`src/rtl/bip_report_pkg.sv`:
```
// Shared types and constants for the BIP result reporter.
// BIP_REPORT_CHECKSUM_EN adds a trailing XOR checksum byte to the frame.
package bip_report_pkg;

  typedef enum logic [1:0] {
    IDLE,
    SEND,
    DONE
  } state_e;

  localparam logic [7:0] DEFAULT_HEADER = 8'hA5;

  // Frame: header, inst_count, accumulator bytes MSB-first, optional checksum.
  function automatic int unsigned frame_len(input int unsigned data_w);
`ifdef BIP_REPORT_CHECKSUM_EN
    return 3 + data_w / 8;
`else
    return 2 + data_w / 8;
`endif
  endfunction

  localparam int unsigned FRAME_LEN = frame_len(16);

endpackage

```
`src/rtl/bip_result_reporter_if.sv`:
```
// Valid/ready byte stream from the result reporter to the UART transmitter.
interface bip_result_reporter_if;

  logic [7:0] tx_data;
  logic       tx_valid;
  logic       tx_ready;

  modport master (
    output tx_data,
    output tx_valid,
    input  tx_ready
  );

  modport slave (
    input  tx_data,
    input  tx_valid,
    output tx_ready
  );

endinterface

```
`src/rtl/bip_result_reporter.sv`:
```
// Snapshots BIP accumulator/instruction count on a rising done flag and streams
// them as a byte frame to the UART TX. Optional checksum: BIP_REPORT_CHECKSUM_EN.
module bip_result_reporter
  import bip_report_pkg::*;
#(
  parameter int unsigned DATA_W  = 16,
  parameter int unsigned COUNT_W = 8,
  parameter logic [7:0]  HEADER  = DEFAULT_HEADER
) (
  input  logic                      clk,
  input  logic                      rst,
  input  logic                      i_done,
  input  logic [DATA_W-1:0]         i_accumulator,
  input  logic [COUNT_W-1:0]        i_inst_count,
  bip_result_reporter_if.master     tx,
  output logic                      o_busy,
  output logic                      o_sent
);

  localparam int unsigned NUM_ACC_BYTES = DATA_W / 8;
  localparam int unsigned LEN           = frame_len(DATA_W);
  localparam int unsigned IDX_W         = $clog2(LEN);
  localparam logic [IDX_W-1:0] LAST_IDX = IDX_W'(LEN - 1);

  state_e               state_q, state_d;
  logic [IDX_W-1:0]     idx_q, idx_d;
  logic [DATA_W-1:0]    acc_q, acc_d;
  logic [COUNT_W-1:0]   count_q, count_d;
  logic                 done_q, done_d;
  logic                 trigger;
  logic [7:0]           tx_byte;
`ifdef BIP_REPORT_CHECKSUM_EN
  logic [7:0]           chk_q, chk_d;
  logic [7:0]           chk_calc;
`endif

  always_ff @(posedge clk) begin
    if (rst) begin
      state_q <= IDLE;
      idx_q   <= '0;
      acc_q   <= '0;
      count_q <= '0;
      // A done level already high at reset release must not start a frame.
      done_q  <= 1'b1;
`ifdef BIP_REPORT_CHECKSUM_EN
      chk_q   <= '0;
`endif
    end else begin
      state_q <= state_d;
      idx_q   <= idx_d;
      acc_q   <= acc_d;
      count_q <= count_d;
      done_q  <= done_d;
`ifdef BIP_REPORT_CHECKSUM_EN
      chk_q   <= chk_d;
`endif
    end
  end

`ifdef BIP_REPORT_CHECKSUM_EN
  always_comb begin
    chk_calc = i_inst_count;
    for (int unsigned b = 0; b < NUM_ACC_BYTES; b++) begin
      chk_calc = chk_calc ^ i_accumulator[8*b +: 8];
    end
  end
`endif

  always_comb begin
    state_d = state_q;
    idx_d   = idx_q;
    acc_d   = acc_q;
    count_d = count_q;
    done_d  = i_done;
`ifdef BIP_REPORT_CHECKSUM_EN
    chk_d   = chk_q;
`endif
    trigger = i_done & ~done_q;

    unique case (state_q)
      IDLE: begin
        if (trigger) begin
          acc_d   = i_accumulator;
          count_d = i_inst_count;
          idx_d   = '0;
`ifdef BIP_REPORT_CHECKSUM_EN
          chk_d   = chk_calc;
`endif
          state_d = SEND;
        end
      end
      SEND: begin
        // Valid is asserted for the whole of SEND, so ready alone means a transfer.
        if (tx.tx_ready) begin
          if (idx_q == LAST_IDX) begin
            state_d = DONE;
          end else begin
            idx_d = idx_q + IDX_W'(1);
          end
        end
      end
      DONE: begin
        state_d = IDLE;
      end
      default: begin
        state_d = IDLE;
      end
    endcase
  end

  always_comb begin
    tx_byte = '0;
    case (idx_q)
      IDX_W'(0): tx_byte = HEADER;
      IDX_W'(1): tx_byte = count_q;
`ifdef BIP_REPORT_CHECKSUM_EN
      LAST_IDX:  tx_byte = chk_q;
`endif
      default: begin
        for (int unsigned b = 0; b < NUM_ACC_BYTES; b++) begin
          if (idx_q == IDX_W'(2 + b)) begin
            tx_byte = acc_q[DATA_W-1-8*b -: 8];
          end
        end
      end
    endcase
  end

  always_comb begin
    tx.tx_valid = (state_q == SEND);
    tx.tx_data  = (state_q == SEND) ? tx_byte : '0;
    o_busy      = (state_q != IDLE);
    o_sent      = (state_q == DONE);
  end

endmodule

```
`src/flat_wrapper.sv`:
```
// flat-port wrapper written by rule: the top's interface ports become plain ports
module bip_result_reporter_flat import bip_report_pkg::*;
#(
  parameter int unsigned DATA_W  = 16,
  parameter int unsigned COUNT_W = 8,
  parameter logic [7:0]  HEADER  = DEFAULT_HEADER
)
  (clk, rst, i_done, i_accumulator, i_inst_count, o_busy, o_sent, tx_tx_data, tx_tx_valid, tx_tx_ready);
  bip_result_reporter_if tx_i ();
  input  logic clk;
  input  logic rst;
  input  logic i_done;
  input  logic [DATA_W-1:0] i_accumulator;
  input  logic [COUNT_W-1:0] i_inst_count;
  output logic o_busy;
  output logic o_sent;
  output wire logic [$bits(tx_i.tx_data)-1:0] tx_tx_data;
  output wire logic [$bits(tx_i.tx_valid)-1:0] tx_tx_valid;
  input wire logic [$bits(tx_i.tx_ready)-1:0] tx_tx_ready;
  assign tx_tx_data = tx_i.tx_data;
  assign tx_tx_valid = tx_i.tx_valid;
  assign tx_i.tx_ready = tx_tx_ready;
  bip_result_reporter #(.DATA_W(DATA_W), .COUNT_W(COUNT_W), .HEADER(HEADER)) u_core (.clk(clk), .rst(rst), .i_done(i_done), .i_accumulator(i_accumulator), .i_inst_count(i_inst_count), .tx(tx_i), .o_busy(o_busy), .o_sent(o_sent));
endmodule
```
`config.mk`:
```
export PLATFORM = sky130hd
export DESIGN_NAME = bip_result_reporter_flat
export DESIGN_NICKNAME = d
export VERILOG_FILES = /design/src/rtl/bip_report_pkg.sv /design/src/rtl/bip_result_reporter_if.sv /design/src/rtl/bip_result_reporter.sv /design/src/flat_wrapper.sv
export SDC_FILE = /design/constraint.sdc
export NUM_CORES = 1
export LEC_CHECK = 0
export BUFFER_PORTS_ARGS = -buffer_cell sky130_fd_sc_hd__buf_2
export CAP_MARGIN = 10
export CORE_ASPECT_RATIO = 0.6
export CORE_MARGIN = 3
export CORE_UTILIZATION = 30
export DETAILED_ROUTE_END_ITERATION = 16
export SLEW_MARGIN = 20
export SYNTH_ARGS = -nofsm -noshare
export SYNTH_HDL_FRONTEND = slang
export SYNTH_SLANG_ARGS = --single-unit
```
`constraint.sdc`:
```
create_clock -name clk -period 3.8 [get_ports clk]
set_clock_uncertainty 0.2 [all_clocks]
set_input_delay 0.19 -clock clk [delete_from_list [all_inputs] [get_ports clk]]
set_output_delay 0.19 -clock clk [all_outputs]
set_load 0.01 [all_outputs]
```
==> flow_summary_export.csv, run 1 <==
group,metric,value,unit
final_layout,nNetsFinal,264,
floorplanning,die_h,58.1,um
routing,drt_iter0_drc,59,
clock_network,clk_transition_reported_paths,60,ps
final_layout,final_cell_area,1920,um2
grt,grt_max_degree,30,
logic_synthesis,netlist_area,1360,um2
clock_network,cts_made_buffers,5,
placed_design,place_area,1550,um2
sta,final-hold-violation-count,0,
logic_synthesis,synth_seq_cells,29,
final_layout,drive_gt1_share,20.6,%
worst_hold_path,hold_path.startpoint,"rst",
final_layout,synthToLayoutAreaGrowth,41.8,%
logic_synthesis,syn-instance-count,173,
sta,period_share,61.6,%
final_layout,multi_input_area,668,um2
logic_synthesis,synth_cell_type_count,25,
sta,finalCriticalPeriod,2340,ps
critical_path,reg2reg_setup_slack,1820,ps
routing,routed_wl,3620,um
critical_path,start_kind,"flip-flop",
final_layout,layout_common_cells,"nand2_1, buf_2, a21oi_1",
critical_path,reg2reg_from,"u_core.state_q[1]$_SDFFE_PP0P_",
floorplanning,dieWidth,92.8,um
routing,wire_per_inst,12.4,um
final_layout,fillCellCount,433,
critical_path,critPathKind,"reg2out",
floorplanning,ios,39,
critical_path,cp_max_fo,9,
pwr,power_density,380,nW/um2
grt,antenna_found_initial,0,
logic_synthesis,syn_nets,205,
floorplanning,dieArea,5390,um2
routing,drt_pass1_iterations,4,
clock_network,htreeDepth,2,
grt,grt_usage,14.7,%
clock_network,cts_setup_buffers,0,
floorplanning,start_util,32.1,%
critical_path,endpoint_kind,"primary output",
sta,slew_headroom,38.9,%
floorplanning,rows,18,
floorplanning,core,4230,um2
placed_design,portBuffers,38,
grt,grt_pass1_wl,5970,um
critical_path,worst_r2r_endpoint,"u_core.idx_q[0]$_SDFFE_PP0P_",
sta,tightest_slew,916,ps
final_layout,final_common_cell,"nand2_1",
final_layout,layout.area.seq,581,um2
worst_hold_path,hold_path_depth,2,
sta,drv_slew,0,
logic_synthesis,synth_area_per_cell,7.85,um2
final_layout,fin_cells,293,
clock_network,insertion_delay,290,ps
critical_path,arrival,1950,ps
critical_path,worstRegToRegCells,3,
sta,setup_viol,0,
sta,tns,0,ps
placed_design,dp.final_hpwl,2420,um
grt,grt_pass1_vias,1246,
placed_design,gp_congestion,0.738,
final_layout,num_antenna_cells,0,
clock_network,cts-root-buf,"clkbuf_8",
pwr,peakVddDrop,186,uV
clock_network,cts_sinks,29,
routing,final_antenna_net_count,0,
outcome,status,"completed",
clock_network,cts_tree,"built",
placed_design,placed_cells,259,
worst_hold_path,hp-class,"in2reg",
grt,grt_overflow,0,
sta,holdWs,178,ps
routing,vias,1327,
pwr,p_leak,0.000740,uW
routing,vias_per_cell,4.53,
sta,rsz0062_at_grt,"no",
logic_synthesis,ys_warn_count,0,
worst_hold_path,holdPathEnd,"u_core.state_q[0]$_SDFFE_PP0P_",
logic_synthesis,synth-seq-area-share,42.8,%
routing,remaining_drc_errors,0,
clock_network,cts_resized,0,
sta,max_freq,0.427,GHz
job,maxCapViolations,0,
critical_path,crit_required,3410,ps
pwr,totalPowerFinal,731,uW
clock_network,cts_buffer_depth,2,
## how the worst max path moves through the flow
stage / startpoint / endpoint / slack, ps / cells after the start
finish: u_core.state_q[0]$_SDFFE_PP0P_ / tx_tx_data[3] / 1460 / 4
global placement: u_core.state_q[1]$_SDFFE_PP0P_ / u_core.idx_q[1]$_SDFFE_PP0P_ / 1840 / 3
detailed placement: u_core.state_q[0]$_SDFFE_PP0P_ / tx_tx_data[4] / 1790 / 4
global route: u_core.state_q[0]$_SDFFE_PP0P_ / tx_tx_data[1] / 1260 / 4
floorplan: u_core.idx_q[1]$_SDFFE_PP0P_ / tx_tx_data[1] / 2110 / 5
CTS: u_core.state_q[0]$_SDFFE_PP0P_ / tx_tx_data[4] / 1460 / 4
## flip-flops by register name, indices dropped and copies added (netlist names)
register / flops
u_core.acc_q: 16
u_core.count_q: 8
u_core.state_q: 2
u_core.done_q: 1
u_core.idx_q: 2
## critical path: stages (launching register included)
cell and delay [ps]:
dfxtp_1 450, nor2b_1 490, o21ai_1 250, a221oi_1 290, buf_2 190
## synth_stat cells
cell type / number / area [um2]
nand2_1: 52 / 195
a21oi_1: 31 / 155
dfxtp_1: 29 / 581
nand3b_1: 8 / 60.1
inv_1: 7 / 26.3
clkbuf_1: 6 / 22.5
o21ai_1: 5 / 25.0
a221oi_1: 4 / 35.0
a31oi_1: 4 / 25.0
ha_1: 4 / 50.1
buf_2: 3 / 15.0
buf_8: 2 / 30.0
nand2b_1: 2 / 12.5
nand3_1: 2 / 10.0
nor2_1: 2 / 7.51
nor2b_1: 2 / 12.5
or2_1: 2 / 12.5
buf_1: 1 / 3.75
buf_6: 1 / 11.3
nand2_2: 1 / 6.26
nand4b_1: 1 / 8.76
nand4bb_1: 1 / 11.3
nor3b_1: 1 / 7.51
nor4b_4: 1 / 23.8
or4b_1: 1 / 10.0
## layer usage
metal  global-route usage [%]  part of all wire, %
met5                        0                    0
met4                     5.64                  1.5
met3                     7.00                  7.6
met2                     19.8                   37
met1                     20.2                   54
## cells by family after synthesis
| group | count (synthesis) | share of synthesized area [%] |
|---|---|---|
| simple gates | 76 | 27.8 |
| flops | 29 | 42.8 |
| compound gates | 44 | 17.7 |
| fa+ha+maj | 4 | 3.69 |
| buf+inv | 20 | 8.02 |
## what timing repair did
| action | 4_1_cts | 5_1_grt |
|---|---|---|
| endpoints found under the setup margin | 0 | 0 |
| hold buffers | 26 | 0 |
| hold endpoints to repair | 27 | 0 |
## through the flow
step                      utilization, %  setup slack, ps
after floorplan                        -             2110
after global placement              36.6             1840
after detailed placement            36.6             1790
after CTS                           45.4             1460
after global routing                45.4             1260
final                               45.4             1460
## power by group
part           total (uW)  internal [uW]  switching, uW  leakage (uW)
registers             321            314           6.88      0.000236
logic                76.4           41.3           35.1      0.000446
clock network         333            213            120     0.0000585
## cell type report
type	instances	share of cell area, %
clock buffer	7	4.49
clock inverter	1	1.56
inverter	7	1.37
multi-input combinational	124	34.7
sequential	29	30.2
tap	60	3.90
timing repair buffer	65	23.8
Note: power is estimated with default switching activity, not from simulation.
==> run 2, diff against run 1 <==
--- a/config.mk
+++ b/config.mk
@@ -5,6 +5,7 @@
 export SDC_FILE = /design/constraint.sdc
 export NUM_CORES = 1
 export LEC_CHECK = 0
+export ABC_AREA = 1
 export BUFFER_PORTS_ARGS = -buffer_cell sky130_fd_sc_hd__buf_2
 export CAP_MARGIN = 10
 export CORE_ASPECT_RATIO = 0.6
==> constraint.sdc (replaced) <==
create_clock -name clk -period 2.4 [get_ports clk]
set_clock_uncertainty 0.2 [all_clocks]
set_input_delay 0.12 -clock clk [delete_from_list [all_inputs] [get_ports clk]]
set_output_delay 0.12 -clock clk [all_outputs]
set_load 0.01 [all_outputs]
==> flow_summary_export.csv, run 2 <==
group,metric,value,unit
floorplanning,rows,18,
critical_path,cp_max_fo,8,
logic_synthesis,synth_most_common_cell,"inv_1",
final_layout,layout_common_cells,"buf_2, inv_1, o21ai_0",
clock_network,insertion_delay,280,ps
critical_path,path_cells,"inv_1 -> ha_1 -> nor2_2 -> o21ai_0 -> a21oi_1 -> nor2_1 -> buf_2",
floorplanning,dieArea,5330,um2
logic_synthesis,syn_nets,218,
pwr,comb_power_share,15.8,%
worst_hold_path,hp-class,"reg2reg",
logic_synthesis,synth_seq_cells,29,
final_layout,final_cell_area,1960,um2
clock_network,cts_setup_buffers,0,
sta,drv_slew,0,
floorplanning,die_h,57.8,um
placed_design,portBuffers,38,
final_layout,drive_gt1_share,19.7,%
final_layout,nNetsFinal,285,
grt,grt_max_degree,46,
routing,vias,1370,
grt,met2_usage,21.7,%
clock_network,clk_transition_reported_paths,60,ps
sta,max_freq,0.484,GHz
logic_synthesis,synth_edf_count,0,
logic_synthesis,netlist_area,1340,um2
sta,setup_viol,0,
critical_path,crit_slowest_cell,"dfxtp_1",
outcome,status,"completed",
pwr,p_leak,0.000863,uW
logic_synthesis,synthTopCellsByArea,"dfxtp_1, o21ai_0, a21oi_1, inv_1, nand2_1",
pwr,p_sw_share,24.5,%
pwr,power_frac_seq,42.3,%
clock_network,cts_buffer_depth,2,
final_layout,final_common_cell,"buf_2",
job,maxCapViolations,0,
critical_path,arrival,1750,ps
sta,period_share,86.1,%
routing,routed_wl,3650,um
routing,wire_per_inst,11.6,um
final_layout,synthToLayoutAreaGrowth,46.3,%
critical_path,crit_required,2080,ps
routing,drt_iter0_drc,30,
critical_path,start_kind,"flip-flop",
sta,rsz0062_at_grt,"no",
pwr,p_int,940,uW
clock_network,cts_sinks,29,
grt,grt_overflow,0,
logic_synthesis,synth_cell_type_count,17,
logic_synthesis,async_reset_ff_share,0,%
grt,met1_usage,20.0,%
worst_hold_path,hold_path_depth,2,
routing,final_antenna_net_count,0,
grt,grt_pass1_wl,5920,um
grt,grt_pass1_vias,1282,
sta,tns,0,ps
sta,final-hold-violation-count,0,
grt,top_usage_layer,"met2",
logic_synthesis,synthFlopType,"dfxtp_1",
routing,drt_pass1_iterations,4,
pwr,power_density,635,nW/um2
grt,antenna_found_initial,0,
placed_design,place_area,1560,um2
pwr,switching_power,305,uW
sta,finalCriticalPeriod,2070,ps
final_layout,top_regs,"u_core.acc_q: 16 flops, u_core.count_q: 8 flops",
logic_synthesis,ys_warn_count,0,
critical_path,critPathMaxStageDelay,390,ps
logic_synthesis,synth_area_leader_cell,"dfxtp_1",
placed_design,gp_congestion,0.829,
sta,slew_headroom,53.6,%
pwr,peakVddDrop,253,uV
grt,grt_usage,14.9,%
routing,vias_per_cell,4.36,
floorplanning,dieWidth,92.3,um
final_layout,largest_reg_flops,16,
final_layout,regMostFlops,"u_core.acc_q",
critical_path,endpoint_kind,"primary output",
clock_network,cts-root-buf,"clkbuf_8",
floorplanning,core,4210,um2
placed_design,dp.final_hpwl,2460,um
final_layout,fillCellCount,431,
grt,met3_usage,5.71,%
clock_network,cts_tree,"built",
floorplanning,start_util,31.8,%
critical_path,worstRegToRegCells,5,
logic_synthesis,synth_top_area_share,43.3,%
pwr,p_clk_share,41.9,%
final_layout,layout.area.seq,581,um2
logic_synthesis,syn-instance-count,186,
final_layout,multi_input_area,576,um2
routing,remaining_drc_errors,0,
critical_path,critPathKind,"reg2out",
clock_network,cts_made_buffers,5,
floorplanning,ios,39,
clock_network,htreeDepth,2,
logic_synthesis,synthTopCellsByCount,"inv_1, o21ai_0, a21oi_1",
final_layout,post-route-util,46.6,%
sta,tightest_slew,695,ps
final_layout,num_antenna_cells,0,
logic_synthesis,synth-seq-area-share,43.3,%
logic_synthesis,synth_area_per_cell,7.20,um2
sta,holdWs,249,ps
## run 2: cell count changes in the layout (fill, tap and decap cells not counted), moves of 5 or more
cell / previous run / this run
nor2_1: 2 / 10
o21ai_0: 0 / 35
nand3b_1: 8 / 0
o21ai_1: 5 / 0
nand2_1: 52 / 21
inv_1: 7 / 36
## run 2: path summary, 6_finish.rpt
path,slack (ps),end,startpoint
hold reg to reg,250,u_core.acc_q[15]$_SDFFE_PP0P_,u_core.acc_q[15]$_SDFFE_PP0P_
hold / removal,250,u_core.acc_q[15]$_SDFFE_PP0P_,u_core.acc_q[15]$_SDFFE_PP0P_
setup / recovery,330,tx_tx_data[2],u_core.idx_q[0]$_SDFFE_PP0P_
setup reg to reg,400,u_core.state_q[0]$_SDFFE_PP0P_,u_core.idx_q[0]$_SDFFE_PP0P_
## run 2: critical path: cells and delay by family, from the launching register on
family | cells | cell delay [ps]
buffers and inverters | 2 | 240
adder cells (fa/ha/maj) | 1 | 220
AO/OA/AOI/OAI | 2 | 310
AND/OR/NAND/NOR | 2 | 300
flip-flops | 1 | 390
## run 2: power by group through the flow
stage / combinational, uW / clock (uW) / sequential (uW)
3_5_place_dp: 159 / 0 / 537
5_1_grt: 226 / 556 / 529
6_report: 197 / 521 / 527
2_1_floorplan: 108 / 0 / 531
3_3_place_gp: 159 / 0 / 536
4_1_cts: 196 / 533 / 526
## run 2: routing by layer
| layer | routed length [um] | vias to the layer above |
|---|---|---|
| li1 | - | 735 |
| met1 | 1860 | 594 |
| met2 | 1530 | 39 |
| met3 | 232 | 2 |
| met4 | 28 | 0 |
| met5 | 0 | - |
## run 2: kinds of logic after synthesis
kind of cell / Yosys count / synth area share (%)
buf+inv: 43 / 13.9
simple gates: 40 / 12.7
fa+ha+maj: 4 / 3.73
compound gates: 70 / 26.3
flops: 29 / 43.3
## run 2: cell type report
| cell class | count | area share (%) |
|---|---|---|
| Sequential cell | 29 | 29.6 |
| Tap cell | 60 | 3.83 |
| Timing Repair Buffer | 67 | 24.4 |
| Clock buffer | 7 | 4.40 |
| Clock inverter | 1 | 1.53 |
| Inverter | 36 | 6.89 |
| Multi-Input combinational cell | 114 | 29.4 |
## run 2: metrics by stage
| stage | total power [uW] | setup WS, ps | cells |
|---|---|---|---|
| 6_report | 1250 | 333 | 314 |
| 4_1_cts | 1250 | 193 | 314 |
| 3_5_place_dp | 696 | 443 | 278 |
| 5_1_grt | 1310 | 134 | 314 |
| 2_1_floorplan | 639 | 821 | 186 |
| 3_3_place_gp | 695 | 518 | 278 |
## run 2: what timing repair did
item	4_1_cts	5_1_grt
setup endpoints to repair	0	1
hold buffers	28	0
hold endpoints to repair	27	0
resized for setup	0	1
